==> src/rtl/fpu_pkg.sv <==
// Shared definitions for the FPU operation sequencer: opcodes, the sequencer
// state encoding and the quiet-NaN pattern used for error responses.
package fpu_pkg;

  localparam logic [2:0] OP_ADD  = 3'd0;
  localparam logic [2:0] OP_SUB  = 3'd1;
  localparam logic [2:0] OP_MUL  = 3'd2;
  localparam logic [2:0] OP_DIV  = 3'd3;
  localparam logic [2:0] OP_SQRT = 3'd4;

  // Canonical single-precision quiet NaN returned with every error response.
  localparam logic [31:0] FP_QNAN = 32'h7FC0_0000;

  typedef enum logic [1:0] {
    SEQ_IDLE  = 2'd0,
    SEQ_ISSUE = 2'd1,
    SEQ_WAIT  = 2'd2,
    SEQ_RESP  = 2'd3
  } seq_state_t;

endpackage

==> src/rtl/fpu_seq_timeout.sv <==
// WAIT-cycle watchdog for the FPU operation sequencer. Only instantiated when
// FPU_SEQ_TIMEOUT_EN is defined. The counter is cleared while the sequencer is
// about to enter WAIT and counts each WAIT cycle; expired_o is high during the
// TIMEOUT_CYC-th consecutive WAIT cycle.
module fpu_seq_timeout #(
  parameter int TIMEOUT_CYC = 64
) (
  input  logic clk,
  input  logic rst_n,
  input  logic clear_i,
  input  logic count_i,
  output logic expired_o
);

  localparam int              CW   = $clog2(TIMEOUT_CYC + 1);
  localparam logic [CW-1:0]   LAST = CW'(TIMEOUT_CYC - 1);

  logic [CW-1:0] cnt_q;
  logic [CW-1:0] cnt_d;

  // Next count: clear has priority, saturate at the expiry value.
  always_comb begin
    cnt_d = cnt_q;
    if (clear_i) begin
      cnt_d = {CW{1'b0}};
    end else if (count_i && (cnt_q != LAST)) begin
      cnt_d = cnt_q + CW'(1);
    end else begin
      cnt_d = cnt_q;
    end
  end

  // Counter register with synchronous active-low reset.
  always_ff @(posedge clk) begin
    if (!rst_n) begin
      cnt_q <= {CW{1'b0}};
    end else begin
      cnt_q <= cnt_d;
    end
  end

  // cnt_q holds the number of WAIT cycles already completed.
  assign expired_o = count_i && (cnt_q == LAST);

endmodule

==> src/rtl/fpu_op_sequencer.sv <==
// FPU operation sequencer: accepts one request at a time, strobes the selected
// arithmetic unit, waits for its done pulse and returns the result on a
// valid/ready response port. Illegal opcodes return a qNaN error response.
// Optional macro FPU_SEQ_TIMEOUT_EN adds a WAIT watchdog that returns a qNaN
// error after TIMEOUT_CYC WAIT cycles (a done in the same cycle wins).
// All outputs are registered and are derived from the next-state values.
module fpu_op_sequencer
  import fpu_pkg::*;
#(
  parameter int NUM_UNITS   = 5,
  parameter int TIMEOUT_CYC = 64
) (
  input  logic                     clk,
  input  logic                     rst_n,
  input  logic                     req_valid,
  output logic                     req_ready,
  input  logic [2:0]               req_op,
  input  logic [31:0]              req_a,
  input  logic [31:0]              req_b,
  output logic [NUM_UNITS-1:0]     unit_start,
  output logic [31:0]              unit_a,
  output logic [31:0]              unit_b,
  input  logic [NUM_UNITS-1:0]     unit_done,
  input  logic [32*NUM_UNITS-1:0]  unit_result,
  output logic                     rsp_valid,
  input  logic                     rsp_ready,
  output logic [31:0]              rsp_result,
  output logic                     rsp_err
);

  localparam logic [3:0] NUM_UNITS_W = 4'(NUM_UNITS);

  seq_state_t             state_q, state_d;
  logic [2:0]             op_q, op_d;
  logic [31:0]            a_q, a_d;
  logic [31:0]            b_q, b_d;
  logic [31:0]            result_q, result_d;
  logic                   err_q, err_d;
  logic                   ready_q, ready_d;
  logic                   valid_q, valid_d;
  logic [NUM_UNITS-1:0]   start_q, start_d;

  logic                   legal_s;
  logic                   sel_done_s;
  logic [31:0]            sel_result_s;
  logic                   timeout_s;

  assign legal_s = ({1'b0, req_op} < NUM_UNITS_W);

`ifdef FPU_SEQ_TIMEOUT_EN
  fpu_seq_timeout #(
    .TIMEOUT_CYC (TIMEOUT_CYC)
  ) u_timeout (
    .clk       (clk),
    .rst_n     (rst_n),
    .clear_i   (state_q == SEQ_ISSUE),
    .count_i   (state_q == SEQ_WAIT),
    .expired_o (timeout_s)
  );
`else
  assign timeout_s = 1'b0;
`endif

  // Select done and result of the unit addressed by the latched opcode.
  always_comb begin
    sel_done_s   = 1'b0;
    sel_result_s = 32'h0000_0000;
    for (int k = 0; k < NUM_UNITS; k++) begin
      if (op_q == 3'(k)) begin
        sel_done_s   = unit_done[k];
        sel_result_s = unit_result[32*k +: 32];
      end else begin
        sel_done_s   = sel_done_s;
        sel_result_s = sel_result_s;
      end
    end
  end

  // Next-state logic and next values of every registered output.
  always_comb begin
    state_d  = state_q;
    op_d     = op_q;
    a_d      = a_q;
    b_d      = b_q;
    result_d = result_q;
    err_d    = err_q;

    case (state_q)
      SEQ_IDLE: begin
        if (req_valid && ready_q) begin
          op_d = req_op;
          a_d  = req_a;
          b_d  = req_b;
          if (legal_s) begin
            state_d = SEQ_ISSUE;
          end else begin
            state_d  = SEQ_RESP;
            result_d = FP_QNAN;
            err_d    = 1'b1;
          end
        end else begin
          state_d = SEQ_IDLE;
        end
      end
      SEQ_ISSUE: begin
        // Any done seen here is deliberately not captured.
        state_d = SEQ_WAIT;
      end
      SEQ_WAIT: begin
        if (sel_done_s) begin
          state_d  = SEQ_RESP;
          result_d = sel_result_s;
          err_d    = 1'b0;
        end else if (timeout_s) begin
          state_d  = SEQ_RESP;
          result_d = FP_QNAN;
          err_d    = 1'b1;
        end else begin
          state_d = SEQ_WAIT;
        end
      end
      SEQ_RESP: begin
        if (rsp_ready) begin
          state_d = SEQ_IDLE;
        end else begin
          state_d = SEQ_RESP;
        end
      end
      default: begin
        state_d = SEQ_IDLE;
      end
    endcase

    ready_d = (state_d == SEQ_IDLE);
    valid_d = (state_d == SEQ_RESP);
    start_d = {NUM_UNITS{1'b0}};
    for (int k = 0; k < NUM_UNITS; k++) begin
      start_d[k] = (state_d == SEQ_ISSUE) && (op_d == 3'(k));
    end
  end

  // State and output registers with synchronous active-low reset.
  always_ff @(posedge clk) begin
    if (!rst_n) begin
      state_q  <= SEQ_IDLE;
      op_q     <= 3'd0;
      a_q      <= 32'h0000_0000;
      b_q      <= 32'h0000_0000;
      result_q <= 32'h0000_0000;
      err_q    <= 1'b0;
      ready_q  <= 1'b0;
      valid_q  <= 1'b0;
      start_q  <= {NUM_UNITS{1'b0}};
    end else begin
      state_q  <= state_d;
      op_q     <= op_d;
      a_q      <= a_d;
      b_q      <= b_d;
      result_q <= result_d;
      err_q    <= err_d;
      ready_q  <= ready_d;
      valid_q  <= valid_d;
      start_q  <= start_d;
    end
  end

  assign req_ready  = ready_q;
  assign unit_start = start_q;
  assign unit_a     = a_q;
  assign unit_b     = b_q;
  assign rsp_valid  = valid_q;
  assign rsp_result = result_q;
  assign rsp_err    = err_q;

endmodule
==> config.mk <==
export PLATFORM = sky130hd
export DESIGN_NAME = fpu_op_sequencer
export DESIGN_NICKNAME = d
export VERILOG_FILES = /design/src/rtl/fpu_pkg.sv /design/src/rtl/fpu_seq_timeout.sv /design/src/rtl/fpu_op_sequencer.sv
export SDC_FILE = /design/constraint.sdc
export NUM_CORES = 1
export LEC_CHECK = 0
export ABC_AREA = 1
export CAP_MARGIN = 20
export CORE_AREA = 2 2 133 135
export CTS_CLUSTER_DIAMETER = 30
export DETAILED_ROUTE_END_ITERATION = 8
export DIE_AREA = 0 0 135 137
export PLACE_DENSITY = 0.7
export SYNTH_ARGS = -nofsm -noshare
export SYNTH_HDL_FRONTEND = slang
export SYNTH_SLANG_ARGS = --single-unit
==> constraint.sdc <==
create_clock -name clk -period 3.9 [get_ports clk]
set_input_delay 0.585 -clock clk [delete_from_list [all_inputs] [get_ports clk]]
set_output_delay 0.585 -clock clk [all_outputs]
set_load 0.01 [all_outputs]
### After elaboration in Yosys (flattened, before gate mapping)

Index checks and enable logic that the tools add are counted.

* output and inout port bits: 104
* word-level logic and storage cells: 64
* input bits: 236
* flip-flop bits (word level): 109

* muxes and demuxes: 25
* eq/ne operators: 16
* reduce and logical (&&, ||, !) cells: 13
* order comparisons: 1

Operators by type and width (number)
* two-way mux 32 bit: 8
* one-hot mux 32 bit (2 select lines): 1
* equality test 3 x 2 -> 1 bit, second input constant: 4
* two-way mux 1 bit: 9
* one-hot mux 2 bit (4 select lines): 1
* equality test 2 bit, second input constant: 3
* equality test 3 x 1 -> 1 bit, second input constant: 2
* equality test 3 bit, second input constant: 2
* logical AND 1 bit: 6
* logical NOT 3 bit: 2
* two-way mux 2 bit: 3
* two-way mux 3 bit: 2
* != test 2 bit, second input constant: 3
* equality test 2 x 1 -> 1 bit, second input constant: 2
* logical NOT 2 bit: 2
* AND reduction 4 bit: 1
* < comparator 3 bit, second input constant: 1
* one-hot mux 1 bit (2 select lines): 1
* AND reduction 2 bit: 1
* nonzero test 2 bit: 1

### Logic depth before layout (Yosys ltp)

Gate-level depths: netlist of run 1.

* word-level depth: 10
* depth in mapped cells: 12
* gate-level depth less buffers: 12

### Worst setup path before layout of run 1

OpenSTA, ideal clock, no wires.

* path type: input to register
* from: input port rst_n
* to: register result_q[10] (netlist: rsp_result[10])
* setup time: 0.064 ns
* cell stages on the path: 5
* arrival time: 1.496 ns
* data required time: 3.836 ns
* buffers on the path: 3
* setup slack: 2.340 ns
* cells stage by stage: clkbuf_1 > clkbuf_1 > buf_1 > nand2_1 > nor2_1

RTL lines
* start: declaration: RTL line fpu_op_sequencer.sv:14 `input logic rst_n,`
* end signal: assignment: RTL line fpu_op_sequencer.sv:159 `result_q <= result_d;`
* end: declaration: RTL line fpu_op_sequencer.sv:37 `logic [31:0] result_q, result_d;`

### Worst setup path after layout of run 1

* from: register op_q[1]
* to: register result_q[26] (netlist: rsp_result[26])

* word-level cells in the longest chain between the ends: 8
* elaborated cells between the ends (all ways): 19
* those cells by class: 5 x eq/ne; 12 x mux; 2 x reduce/logical

RTL lines
* start: declaration: RTL line fpu_op_sequencer.sv:34 `logic [2:0] op_q, op_d;`
* start signal: assignment: RTL line fpu_op_sequencer.sv:156 `op_q <= op_d;`
* logical NOT 3 bit: RTL line fpu_op_sequencer.sv:69 `if (op_q == 3'(k)) begin`
* two-way mux 1 bit or two-way mux 32 bit (tied branches) (5 in series): RTL line fpu_op_sequencer.sv:69
* != test 2 bit (no line) or two-way mux 32 bit (tied branches)
* AND reduction 4 bit (no line) or one-hot mux 32 bit (2 select lines) (tied branches)

Several ways; a longest one is shown, not always the timed one. The select of a mux whose other input is x is not followed.
A chain may end at the register's enable or synchronous reset.

==> results.py, run 1 <==
metrics = {
    "clock_network": {
        "htreeDepth": 3,
        "cts_resized": 0,
        "cts_buffer_depth": 2,
        "cts_setup_buffers": 0,
        "holdBufCountCts": 0,
        "path_clk_slew_ps": 80,
        "root_buffer": "clkbuf_16",
        "cts.sinks": 109,
        "cts_buffers": 9,
        "clock_latency_ps": 350,
        "cts_tree": "done",
    },
    "sta": {
        "min_period_ps": 2650,
        "fin_tns_setup_ps": 0,
        "period_share_pct": 67.9,
        "finalWorstSetupSlack_ps": 1250,
        "slew_viol_final": 0,
        "finalHoldViolCount": 0,
        "worst_pin_slew_ps": 965,
        "slew_headroom_pct": 35.4,
        "max_freq_mhz": 377,
        "rsz0062_at_grt": "false",
        "finalSetupViolCount": 0,
        "fin_skew_ps": 10.7,
    },
    "logic_synthesis": {
        "ys_ff_latch": 109,
        "yosysUniqueCellTypes": 20,
        "syn_area_um2": 5290,
        "synth_fp_nets": 1085,
        "yosys_warnings": 0,
        "ys_seq_area_share_pct": 41.3,
        "syn_area_per_cell_um2": 6.23,
        "synthCells": 849,
    },
    "drt": {
        "wire_per_inst_um": 15.1,
        "vias": 6369,
        "wl_met3_um": 2350,
        "routed_wl_um": 21000,
        "met1_length_um": 8220,
        "firstDrtPassIters": 4,
        "drt_iter0_drc": 230,
        "top_layer": "met5",
        "drcViolationCount": 0,
        "viasPerCell": 4.59,
        "drt.antenna.violating_nets": 0,
        "wl_met2_um": 10100,
    },
    "worst_setup_path": {
        "cp_data_arrival_time_ps": 2930,
        "critical_path_buf_inv_count": 2,
        "cp.depth": 13,
        "worst-path-max-fanout": 54,
        "critPathMostFrequentCell": "nand2_1",
        "reg2regPathDepth": 13,
        "crit_family": "simple AND/OR/NAND/NOR gates",
        "r2r-end": "rsp_result[26]",
        "rr_startpoint": "op_q[1]",
        "start_kind": "register",
        "crit_slowest_cell": "nand2_2",
        "regToRegSetupSlack_ps": 1250,
        "critPathMaxStageDelay_ps": 710,
        "critical_path.endpoint_type": "register",
        "cp_cell_sequence": "nand2_1 > nor2_2 > buf_4 > nand2_1 > nand2_1 > inv_1 > nand2_1 > nand2_2 > nand2_2 > nand2_1 > nand2_1 > nand2_1 > nor2_1",
        "worstSetupPathType": "reg2reg",
        "cp.required_ps": 4180,
        "cp-endpoint": "rsp_result[26]",
        "crit_start": "op_q[1]",
    },
    "layout": {
        "area_growth_pct": 72.8,
        "drive_gt1_share_pct": 3.18,
        "final_cell_mix": "338 x clkdlybuf4s50_1, 229 x nand2_1, 183 x nor2_1, 109 x dfxtp_1, 92 x o21ai_0",
        "n_antenna_cell": 0,
        "final_common_cell": "clkdlybuf4s50_1",
        "nNetsFinal": 1394,
    },
    "placed_design": {
        "post-dp-hpwl_um": 15700,
        "io_buffers": 339,
        "place_congestion": 0.812,
        "post-place-ws_ps": 1220,
    },
    "job": {
        "drv_cap": 0,
    },
    "power_and_ir_drop": {
        "power-per-cell-area_nw_per_um2": 363,
        "ir_worst_vdd_uv": 237,
        "p_total_mw": 3.31,
        "p_leak_nw": 3.82,
    },
    "global_route": {
        "globalRouteTotalUtil_pct": 21.6,
        "grt_pass1_wl_um": 31200,
        "overflow": 0,
        "antenna_found_initial": 1,
        "grt_max_degree": 71,
        "grt_pass1_vias": 6003,
    },
    "floorplan": {
        "num_rows": 48,
        "dieArea_um2": 18500,
        "die_y_um": 137,
        "coreArea_um2": 17100,
        "die_width_um": 135,
        "io_pins": 340,
        "start_util_pct": 31.0,
    },
    "worst_hold_path": {
        "hp-class": "reg2reg",
        "hold_start": "rsp_err",
        "whs_path_depth": 2,
    },
    "run_status": {
        "status": "finished clean",
    },
}
## Yosys cell counts
| cell type | number | area [um^2] |
|---|---|---|
| dfxtp_1 | 109 | 2180 |
| inv_2 | 1 | 3.75 |
| buf_1 | 8 | 30.0 |
| nor2_2 | 1 | 6.26 |
| a21oi_1 | 38 | 190 |
| nor3_2 | 1 | 10.0 |
| buf_2 | 10 | 50.1 |
| nand3_2 | 1 | 10.0 |
| nand2_1 | 231 | 867 |
| nand2_2 | 2 | 12.5 |
| nand4_1 | 26 | 163 |
| inv_1 | 65 | 244 |
| nor2_1 | 183 | 687 |
| nand3b_1 | 2 | 15.0 |
| and2_1 | 1 | 6.26 |
| nor3_1 | 2 | 10.0 |
| clkbuf_1 | 35 | 131 |
| and3_1 | 1 | 6.26 |
| o21ai_0 | 92 | 460 |
| nand3_1 | 40 | 200 |
## cells by family after synthesis
family                 after synthesis  share of synthesized area [%]
AOI/OAI and AO/OA                  130                           12.3
buffers and inverters              119                           8.69
DFF                                109                           41.3
and+or+nand+nor                    491                           37.7
## where the power goes
| part | switching (mW) | internal [mW] | total, mW |
|---|---|---|---|
| registers | 0.0658 | 1.23 | 1.29 |
| clock network | 0.451 | 0.444 | 0.896 |
| logic | 0.551 | 0.571 | 1.12 |
## sequential cells by signal, summed over array words and instances, names as in the netlist
name and flops:
state_q 2, unit_b 32, unit_start 5, rsp_valid 1, op_q 3, req_ready 1
rsp_err 1, unit_a 32, rsp_result 32
## how the worst min path moves through the flow
| stage | endpoint | slack (ps) |
|---|---|---|
| global route | rsp_result[30] | 500 |
| global placement | rsp_result[30] | 450 |
| finish | rsp_err | 460 |
| detailed placement | rsp_err | 450 |
| CTS | rsp_err | 460 |
| floorplan | rsp_err | 470 |
## tightest hold or removal path: cells and delay by family, from the launching register on
kind | cells | cell delay [ps]
DFF | 1 | 320
buffers and inverters | 1 | 50
AOI/OAI and AO/OA | 1 | 50
## area by class of cell
cell class / instances / area [um^2]
clock buffers: 9 / 225
clock inverters: 6 / 56.3
fillers: 1712 / 7930
inverters: 66 / 248
multi-input cells: 621 / 2660
flip-flops and latches: 109 / 2180
well taps: 225 / 282
repair buffers: 351 / 3480
## per-layer routing
layer  up-vias  track usage, %
li1       3294               -
met1      2802            23.7
met2       247            38.4
met3        24            9.11
met4         2            5.96
met5         -               0
## stage by stage
stage / area [um^2] / hold WS, ps / instances / util (%)
6_report: 9130 / 460 / 1387 / 53.5
5_1_grt: 9130 / 501 / 1387 / 53.5
4_1_cts: 9130 / 461 / 1387 / 53.5
3_5_place_dp: 8850 / 448 / 1372 / 51.9
3_3_place_gp: 8850 / 447 / 1372 / 51.9
2_1_floorplan: 5290 / 470 / 849 / -
Note: power is estimated with default switching activity, not from simulation.
==> run 2: changes to the inputs <==
- CORE_AREA: 2 2 133 135 -> 2 2 134 136
- DIE_AREA: 0 0 135 137 -> 0 0 136 138
- PLACE_DENSITY: 0.7 -> 0.72
- clock period: 3.9 -> 2.1 ns (I/O delays scaled with it)
==> run 2 against run 1 <==
Net effect:
- register-to-register slack got worse by 860 ps
- global-route usage decreased by 0.87 points
- first-iteration DRC count down 4.8%
- power grew 89%
- hold slack lost 90 ps
- non-clock buffer count grew 4
- critical path depth is 3 lower
- clock-buffer cell count increased by 1
- critical endpoint is now rsp_result[27]
==> results.py, run 2 (synthesis results as in run 1) <==
metrics = {
    "run_status": {
        "status": "finished clean",
    },
    "clock_network": {
        "cts_tree": "done",
        "holdBufCountCts": 0,
        "cts_resized": 0,
        "root_buffer": "clkbuf_16",
        "cts_buffers": 9,
        "cts_buffer_depth": 2,
        "path_clk_slew_ps": 80,
        "clock_latency_ps": 350,
        "cts.sinks": 109,
        "htreeDepth": 3,
        "cts_setup_buffers": 0,
    },
    "sta": {
        "worst_pin_slew_ps": 435,
        "slew_viol_final": 0,
        "max_freq_mhz": 585,
        "finalHoldViolCount": 0,
        "min_period_ps": 1710,
        "finalSetupViolCount": 0,
        "slew_headroom_pct": 70.7,
        "fin_tns_setup_ps": 0,
        "period_share_pct": 81.4,
        "fin_skew_ps": 5.71,
        "rsz0062_at_grt": "false",
        "finalWorstSetupSlack_ps": 391,
    },
    "worst_setup_path": {
        "crit_slowest_cell": "dfxtp_1",
        "worstSetupPathType": "reg2reg",
        "critPathMaxStageDelay_ps": 480,
        "cp_data_arrival_time_ps": 1960,
        "start_kind": "register",
        "critical_path.endpoint_type": "register",
        "cp_cell_sequence": "inv_1 > nand3_1 > inv_1 > buf_12 > nand2_1 > nand3_1 > a21oi_1 > nand3_1 > nand2_1 > nor2_1",
        "critPathMostFrequentCell": "nand3_1",
        "worst-path-max-fanout": 32,
        "cp.required_ps": 2350,
    },
    "drt": {
        "drt_iter0_drc": 219,
        "drt.antenna.violating_nets": 0,
        "viasPerCell": 4.64,
        "wire_per_inst_um": 14.4,
        "vias": 6472,
        "routed_wl_um": 20200,
        "drcViolationCount": 0,
        "firstDrtPassIters": 4,
    },
    "layout": {
        "fillers": 1768,
        "final_common_cell": "clkdlybuf4s50_1",
        "nNetsFinal": 1398,
        "area_growth_pct": 75.8,
        "design_area_um2": 9290,
        "n_antenna_cell": 0,
        "multiInputGateArea_um2": 2660,
        "seqCellArea_um2": 2180,
        "drive_gt1_share_pct": 3.43,
        "final_cell_mix": "338 x clkdlybuf4s50_1, 230 x nand2_1, 183 x nor2_1, 109 x dfxtp_1, 92 x o21ai_0",
        "utilization_pct": 53.0,
    },
    "placed_design": {
        "post-dp-hpwl_um": 15000,
        "io_buffers": 339,
        "place_congestion": 0.845,
        "post-place-ws_ps": 148,
        "placed_area_um2": 8990,
    },
    "floorplan": {
        "die_width_um": 136,
        "coreArea_um2": 17500,
        "io_pins": 340,
        "dieArea_um2": 18800,
        "start_util_pct": 30.1,
        "die_y_um": 138,
        "num_rows": 49,
    },
    "job": {
        "drv_cap": 0,
    },
    "worst_hold_path": {
        "hp-class": "in2reg",
    },
    "global_route": {
        "grt_pass1_vias": 6084,
        "antenna_found_initial": 0,
        "globalRouteTotalUtil_pct": 20.8,
        "grt_pass1_wl_um": 30900,
        "overflow": 0,
        "grt_max_degree": 66,
    },
    "power_and_ir_drop": {
        "p_total_mw": 6.26,
        "power-per-cell-area_nw_per_um2": 674,
        "ir_worst_vdd_uv": 480,
        "p_leak_nw": 3.88,
    },
}
-- run 2: changes by cell type in the layout (fill, tap and decap cells not counted) --
cell        delta
buf_12         +9
buf_4          -5
clkbuf_1       +1
clkinv_4       -1
clkinv_8       +1
clkinvlp_4     -1
inv_6          +1
nand2_1        +1
nand2_2        -1
-- run 2: cell type report --
cell class                      instances  share of cell area [%]
Clock buffer                           10                    2.46
Clock inverter                          6                   0.700
Inverter                               66                    2.67
Multi-Input combinational cell        621                    28.6
Sequential cell                       109                    23.5
Tap cell                              229                    3.08
Timing Repair Buffer                  355                    39.0
-- run 2: final timing paths --
path,from,to,slack (ps),cells after the start
hold reg to reg,rsp_err,rsp_err,460,2
setup / recovery,op_q[2],rsp_result[27],390,10
setup reg to reg,op_q[2],rsp_result[27],390,10
hold / removal,rst_n,unit_b[26],370,3
-- run 2: where the power goes --
| group | switching [mW] | internal [mW] | total (mW) |
|---|---|---|---|
| registers | 0.117 | 2.28 | 2.40 |
| logic | 1.02 | 1.12 | 2.15 |
| clock network | 0.871 | 0.846 | 1.72 |
-- run 2: worst max-delay path, delay by kind of cell, from the launching register on --
family | cells | cell delay, ps
AOI/OAI and AO/OA | 1 | 200
buffers and inverters | 3 | 400
and+or+nand+nor | 6 | 520
DFF | 1 | 480
-- run 2: per-stage QoR --
step           hold WS, ps  cells
2_1_floorplan          470    849
3_3_place_gp           436   1380
3_5_place_dp           442   1380
4_1_cts                363   1396
5_1_grt                383   1396
6_report               370   1396
-- run 2: routing by layer --
| layer | global-route usage [%] | share of wire (%) |
|---|---|---|
| met1 | 22.4 | 38 |
| met5 | 0 | 0 |
| met4 | 5.54 | 1.4 |
| met3 | 8.73 | 12 |
| met2 | 36.9 | 48 |
